`src/rtl/ps2_scancode_rx_if.sv`:
```
// PS/2 line inputs and decoded receive outputs of ps2_scancode_rx.
// master: the receiver; slave: the consumer that owns the PS/2 lines in simulation.
interface ps2_scancode_rx_if;
    logic       PS2_CLK;
    logic       PS2_DAT;
    logic [7:0] received_data;
    logic       received_data_en;
    logic       parity_error;
    logic       frame_error;
    logic [7:0] key_code;
    logic       key_extended;
    logic       key_release;
    logic       key_valid;

    modport master (
        input  PS2_CLK, PS2_DAT,
        output received_data, received_data_en, parity_error, frame_error,
        output key_code, key_extended, key_release, key_valid
    );

    modport slave (
        output PS2_CLK, PS2_DAT,
        input  received_data, received_data_en, parity_error, frame_error,
        input  key_code, key_extended, key_release, key_valid
    );
endinterface

```
`src/rtl/ps2_scancode_rx.sv`:
```
// Device-to-host PS/2 receiver: synchronise/filter the lines, deserialise 11-bit
// frames with odd parity, and fold E0/F0 prefixes into single key events.
module ps2_scancode_rx #(
    parameter int unsigned CLK_FILTER = 4,
    parameter int unsigned TIMEOUT    = 50000
) (
    input  logic               CLOCK_50,
    input  logic               resetn,
    ps2_scancode_rx_if.master  ps2
);
    localparam int unsigned FW = $clog2(CLK_FILTER + 1);
    localparam int unsigned TW = $clog2(TIMEOUT);

    typedef enum logic [1:0] {IDLE, DATA, PARITY, STOP} state_t;

    logic [1:0]    clk_sync, dat_sync;
    logic          filt_clk, fall;
    logic [FW-1:0] filt_cnt;
    logic          rx_bit;

    state_t        state, state_nxt;
    logic [7:0]    shift, shift_nxt;
    logic [2:0]    bit_cnt, bit_cnt_nxt;
    logic          par_bit, par_nxt;
    logic [TW-1:0] tmo_cnt, tmo_nxt;
    logic          timed_out;

    logic [7:0]    rx_data, rx_data_nxt;
    logic          rx_en, rx_en_nxt;
    logic          perr, perr_nxt;
    logic          ferr, ferr_nxt;

    logic          pend_ext, pend_rel;
    logic [7:0]    key_code_q;
    logic          key_ext_q, key_rel_q, key_valid_q;

    always_ff @(posedge CLOCK_50 or negedge resetn) begin
        if (!resetn) begin
            clk_sync <= '1;
            dat_sync <= '1;
        end else begin
            clk_sync <= {clk_sync[0], ps2.PS2_CLK};
            dat_sync <= {dat_sync[0], ps2.PS2_DAT};
        end
    end

    // fall is raised in the same cycle the filtered clock drops to 0
    always_ff @(posedge CLOCK_50 or negedge resetn) begin
        if (!resetn) begin
            filt_clk <= 1'b1;
            filt_cnt <= '0;
            fall     <= 1'b0;
        end else begin
            fall <= 1'b0;
            if (clk_sync[1] != filt_clk) begin
                if (filt_cnt == FW'(CLK_FILTER - 1)) begin
                    filt_clk <= clk_sync[1];
                    filt_cnt <= '0;
                    fall     <= filt_clk;
                end else begin
                    filt_cnt <= filt_cnt + 1'b1;
                end
            end else begin
                filt_cnt <= '0;
            end
        end
    end

    assign rx_bit    = dat_sync[1];
    assign timed_out = (state != IDLE) && !fall && (tmo_cnt == TW'(TIMEOUT - 1));

    always_ff @(posedge CLOCK_50 or negedge resetn) begin
        if (!resetn) state <= IDLE;
        else         state <= state_nxt;
    end

    always_comb begin
        state_nxt = state;
        if (timed_out) begin
            state_nxt = IDLE;
        end else if (fall) begin
            unique case (state)
                IDLE:    if (!rx_bit) state_nxt = DATA;
                DATA:    if (bit_cnt == 3'd7) state_nxt = PARITY;
                PARITY:  state_nxt = STOP;
                STOP:    state_nxt = IDLE;
                default: state_nxt = IDLE;
            endcase
        end
    end

    always_comb begin
        shift_nxt   = shift;
        bit_cnt_nxt = bit_cnt;
        par_nxt     = par_bit;
        rx_data_nxt = rx_data;
        rx_en_nxt   = 1'b0;
        perr_nxt    = 1'b0;
        ferr_nxt    = 1'b0;
        tmo_nxt     = (fall || timed_out || state == IDLE) ? '0 : tmo_cnt + 1'b1;
        if (timed_out) begin
            ferr_nxt    = 1'b1;
            shift_nxt   = '0;
            bit_cnt_nxt = '0;
        end else if (fall) begin
            unique case (state)
                IDLE: begin
                    shift_nxt   = '0;
                    bit_cnt_nxt = '0;
                end
                DATA: begin
                    shift_nxt   = {rx_bit, shift[7:1]};
                    bit_cnt_nxt = bit_cnt + 1'b1;
                end
                PARITY: par_nxt = rx_bit;
                STOP: begin
                    if (!rx_bit) begin
                        ferr_nxt = 1'b1;
                    end else if (^{shift, par_bit}) begin
                        rx_en_nxt   = 1'b1;
                        rx_data_nxt = shift;
                    end else begin
                        perr_nxt = 1'b1;
                    end
                end
                default: ;
            endcase
        end
    end

    always_ff @(posedge CLOCK_50 or negedge resetn) begin
        if (!resetn) begin
            shift   <= '0;
            bit_cnt <= '0;
            par_bit <= 1'b0;
            tmo_cnt <= '0;
            rx_data <= '0;
            rx_en   <= 1'b0;
            perr    <= 1'b0;
            ferr    <= 1'b0;
        end else begin
            shift   <= shift_nxt;
            bit_cnt <= bit_cnt_nxt;
            par_bit <= par_nxt;
            tmo_cnt <= tmo_nxt;
            rx_data <= rx_data_nxt;
            rx_en   <= rx_en_nxt;
            perr    <= perr_nxt;
            ferr    <= ferr_nxt;
        end
    end

    // Prefix flags accumulate until a non-prefix byte or any receive error
    always_ff @(posedge CLOCK_50 or negedge resetn) begin
        if (!resetn) begin
            pend_ext    <= 1'b0;
            pend_rel    <= 1'b0;
            key_code_q  <= '0;
            key_ext_q   <= 1'b0;
            key_rel_q   <= 1'b0;
            key_valid_q <= 1'b0;
        end else begin
            key_valid_q <= 1'b0;
            if (rx_en) begin
                if (rx_data == 8'hE0) begin
                    pend_ext <= 1'b1;
                end else if (rx_data == 8'hF0) begin
                    pend_rel <= 1'b1;
                end else begin
                    key_code_q  <= rx_data;
                    key_ext_q   <= pend_ext;
                    key_rel_q   <= pend_rel;
                    key_valid_q <= 1'b1;
                    pend_ext    <= 1'b0;
                    pend_rel    <= 1'b0;
                end
            end else if (perr || ferr) begin
                pend_ext <= 1'b0;
                pend_rel <= 1'b0;
            end
        end
    end

    assign ps2.received_data    = rx_data;
    assign ps2.received_data_en = rx_en;
    assign ps2.parity_error     = perr;
    assign ps2.frame_error      = ferr;
    assign ps2.key_code         = key_code_q;
    assign ps2.key_extended     = key_ext_q;
    assign ps2.key_release      = key_rel_q;
    assign ps2.key_valid        = key_valid_q;
endmodule
```
`src/flat_wrapper.sv`:
```
// flat-port wrapper written by rule: the top's interface ports become plain ports
module ps2_scancode_rx_flat 
#(
    parameter int unsigned CLK_FILTER = 4,
    parameter int unsigned TIMEOUT    = 50000
)
  (CLOCK_50, resetn, ps2_PS2_CLK, ps2_PS2_DAT, ps2_received_data, ps2_received_data_en, ps2_parity_error, ps2_frame_error, ps2_key_code, ps2_key_extended, ps2_key_release, ps2_key_valid);
  ps2_scancode_rx_if ps2_i ();
  input  logic CLOCK_50;
  input  logic resetn;
  input wire logic [$bits(ps2_i.PS2_CLK)-1:0] ps2_PS2_CLK;
  input wire logic [$bits(ps2_i.PS2_DAT)-1:0] ps2_PS2_DAT;
  output wire logic [$bits(ps2_i.received_data)-1:0] ps2_received_data;
  output wire logic [$bits(ps2_i.received_data_en)-1:0] ps2_received_data_en;
  output wire logic [$bits(ps2_i.parity_error)-1:0] ps2_parity_error;
  output wire logic [$bits(ps2_i.frame_error)-1:0] ps2_frame_error;
  output wire logic [$bits(ps2_i.key_code)-1:0] ps2_key_code;
  output wire logic [$bits(ps2_i.key_extended)-1:0] ps2_key_extended;
  output wire logic [$bits(ps2_i.key_release)-1:0] ps2_key_release;
  output wire logic [$bits(ps2_i.key_valid)-1:0] ps2_key_valid;
  assign ps2_i.PS2_CLK = ps2_PS2_CLK;
  assign ps2_i.PS2_DAT = ps2_PS2_DAT;
  assign ps2_received_data = ps2_i.received_data;
  assign ps2_received_data_en = ps2_i.received_data_en;
  assign ps2_parity_error = ps2_i.parity_error;
  assign ps2_frame_error = ps2_i.frame_error;
  assign ps2_key_code = ps2_i.key_code;
  assign ps2_key_extended = ps2_i.key_extended;
  assign ps2_key_release = ps2_i.key_release;
  assign ps2_key_valid = ps2_i.key_valid;
  ps2_scancode_rx #(.CLK_FILTER(CLK_FILTER), .TIMEOUT(TIMEOUT)) u_core (.CLOCK_50(CLOCK_50), .resetn(resetn), .ps2(ps2_i));
endmodule
```
`config.mk`:
```
export PLATFORM = sky130hd
export DESIGN_NAME = ps2_scancode_rx_flat
export DESIGN_NICKNAME = d
export VERILOG_FILES = /design/src/rtl/ps2_scancode_rx_if.sv /design/src/rtl/ps2_scancode_rx.sv /design/src/flat_wrapper.sv
export SDC_FILE = /design/constraint.sdc
export NUM_CORES = 1
export LEC_CHECK = 0
export ABC_CLOCK_PERIOD_IN_PS = 3800
export BUFFER_PORTS_ARGS = -buffer_cell sky130_fd_sc_hd__buf_2
export CAP_MARGIN = 20
export CORE_UTILIZATION = 40
export DETAILED_ROUTE_END_ITERATION = 16
export GPL_ROUTABILITY_DRIVEN = 1
export PLACE_DENSITY = 0.7
export SYNTH_ARGS = -nofsm -noshare
export SYNTH_HDL_FRONTEND = slang
export SYNTH_SLANG_ARGS = --single-unit
```
`constraint.sdc`:
```
create_clock -name CLOCK_50 -period 3.8 [get_ports CLOCK_50]
set_input_delay 0.19 -clock CLOCK_50 [delete_from_list [all_inputs] [get_ports CLOCK_50]]
set_output_delay 0.19 -clock CLOCK_50 [all_outputs]
set_load 0.03 [all_outputs]
```
==> out/metrics.csv <==
metric;value;unit
final-setup-viol-count;0;
p_clk_share;32.9;%
start_util;42.52;%
hold_violations;0;
pwr_density_cell;495.7;nW/um^2
antenna_found_initial;0;
totalNegativeSetupSlack;0;ns
io_buffers;25;
worstHoldPathType;reg2reg;
crit_required;4.02;ns
cts_tree;yes;
overflow;0;
routed_wl;4684;um
tightest_slew;0.7667;ns
synthTopCellsByArea;dfrtp_1 (53%), mux2_2 (7.7%), dfstp_2 (4.8%), ha_1 (4.1%), nor2_1 (3.5%);
cts_buffers;9;
io_pins;26;
grt_pass1_vias;1810;
drc;0;
drv_slew;0;
grt_max_degree;36;
cts_root_buffer;clkbuf_8;
place_area;2970;um^2
power_switching;476.4;uW
final_nets;276;
whs_path_depth;0;
yosys.cell_types.count;39;
finalWorstSetupSlack;1.867;ns
ant_nets;0;
p_comb_share;16.8;%
ys_ff_latch;63;
r2r_start;u_core.shift[4];
yosys_warnings;0;
yosys.area.top_type;dfrtp_1;
skew;0.007111;ns
ir_worst_vdd;364.6;uV
period_needed;1.933;ns
synth.avg_cell_area;12.11;um^2
fin_hold_ws;0.3572;ns
dr.pass1.iters;4;
drive_gt1_share;26.49;%
finalCritPeriodShare;50.88;%
vias;1813;
clkLatencyLatePin;0.34;ns
sw_frac_of_total;30.16;%
die_x;85.09;um
die_h;85.09;um
critPathArrivalTime;2.15;ns
multi_input_area;1129;um^2
core;6495;um^2
netlist_instances;228;
cts_max_level;3;
p_int;1.103;mW
rrSetupSlack;1.87;ns
yosysMostFrequentCell;dfrtp_1;
area_growth;15.41;%
synth-edff-count;0;
drv_cap;0;
r2r_end;u_core.ps2.received_data[4];
syn_nets;241;
hpwl;3225;um
critPathLaunch;u_core.shift[4];
nFillCells;575;
cts_sinks;63;
synth_sequential_area_ratio;57.32;%
clkTransAtPathRegs;0.07;ns
status;complete, no violations;
routabilityCongestion;0.8365;
rows;29;
grt_usage;14.85;%
p_leak;1.603;nW
crit_path_start_kind;flip-flop;
vias_per_cell;5.255;
slew_headroom;48.89;%
drt-initial-drc-count;116;
stdcell_area;3187;um^2
regArea;1583;um^2
crit_fanout;9;
reg2reg_depth;4;
grt_pass1_wl;8300;um
syn_area;2761;um^2
crit_path_end;u_core.ps2.received_data[4];
max_freq;0.5172;GHz
yosysTopAreaCellShare;52.56;%
async_flop_share;100.0;%
grt_setup_unrepaired;no;
crit_type;reg2reg;
die-area;7239;um^2
wire_per_inst;13.58;um
cts.path.max_buffers;2;
seqPwrFrac;50.3;%
synth_commonest_cells;dfrtp_1 (58), nor2_1 (26), mux2_2 (19);
diodes;0;
worstSetupEndpointType;flip-flop;
ys.flop_type;dfrtp_1;
dp_slack;1.743;ns
[through the flow]
step                cells  power [mW]  util [%]
detailed placement    325       1.065     45.73
finish                345       1.580     49.07
global placement      325       1.046     45.73
global route          345       1.682     49.07
floorplan             228      0.9863         -
CTS                   344       1.604     48.99
[area by class of cell]
class,instances,area share [%]
flip-flops and latches,63,49.67
well taps,77,3.023
clock inverters,6,1.374
inverters,6,0.7067
multi-input cells,152,35.41
repair buffers,31,5.497
clock buffers,10,4.319
[flip-flops by register name (all words and copies together), names as in the netlist, 2 cells and up]
register,cells
u_core.ps2.key_code,8
u_core.clk_sync,2
u_core.tmo_cnt,16
u_core.ps2.received_data,8
u_core.dat_sync,2
u_core.shift,8
u_core.state,2
u_core.bit_cnt,3
u_core.filt_cnt,3
[critical path, stage by stage (launching register included)]
cell     delay (ns)
dfrtp_1        0.43
xor2_1         0.17
xnor3_2        0.44
mux2i_4        0.40
mux2_2         0.38
[power by group through the flow]
stage	clock [mW]	combinational, mW	sequential (mW)
floorplan	0	0.194	0.793
global placement	0	0.245	0.802
detailed placement	0	0.258	0.807
CTS	0.544	0.265	0.794
global route	0.573	0.305	0.804
finish	0.520	0.265	0.795
[layer usage]
metal | vias to the layer above | global-route usage, % | wire, um
met3 | 11 | 5.934 | 199
met5 | - | 0 | 0
met1 | 889 | 17.74 | 2189
met2 | 32 | 23.83 | 2206
met4 | 0 | 6.317 | 89
li1 | 881 | - | -
[what timing repair did]
item / in CTS / in global routing
hold endpoints to repair: 36 / 0
gates resized for setup: 0 / 0
hold buffers: 3 / 0
buffers inserted: 0 / 0
[worst min-delay path by stage]
stage	slack, ns	start	to
after floorplan	-0.11	resetn	u_core.bit_cnt[0]
after global placement	0.30	ps2_PS2_DAT	u_core.dat_sync[0]
after detailed placement	0.30	ps2_PS2_DAT	u_core.dat_sync[0]
after CTS	0.36	u_core.dat_sync[0]	u_core.dat_sync[1]
after global routing	0.36	u_core.clk_sync[0]	u_core.clk_sync[1]
final	0.36	u_core.dat_sync[0]	u_core.dat_sync[1]
[cells in the final DEF, fill, tap and decap left out, types with 2 or more instances in the layout]
cell,n
nand2_1,12
and4_1,2
nor3_1,2
xnor2_1,6
xor2_1,9
clkinv_2,2
nor4bb_1,2
dfrtp_1,58
nor2_1,26
ha_1,9
inv_1,6
and2_1,4
o21ai_0,7
mux2_2,19
nor3b_1,2
buf_4,2
nand2b_1,3
nand4_1,8
a22oi_1,10
nand3_1,5
buf_2,26
or3_1,4
clkbuf_8,10
a21oi_1,4
dfstp_2,5
and3_1,2
o221ai_1,2
dlygate4sd3_1,3
inv_6,2
[kinds of logic (layout without fill, tap and decap cells)]
kind of cell | count (synthesis) | in the layout | share of synthesized area (%)
simple gates | 78 | 78 | 14.91
mux | 21 | 21 | 8.926
buf+inv | 13 | 53 | 1.812
flops | 63 | 63 | 57.32
xor+xnor | 17 | 17 | 6.434
compound gates | 27 | 27 | 6.525
fa+ha+maj | 9 | 9 | 4.078
Power figures use the tool's default switching activity.
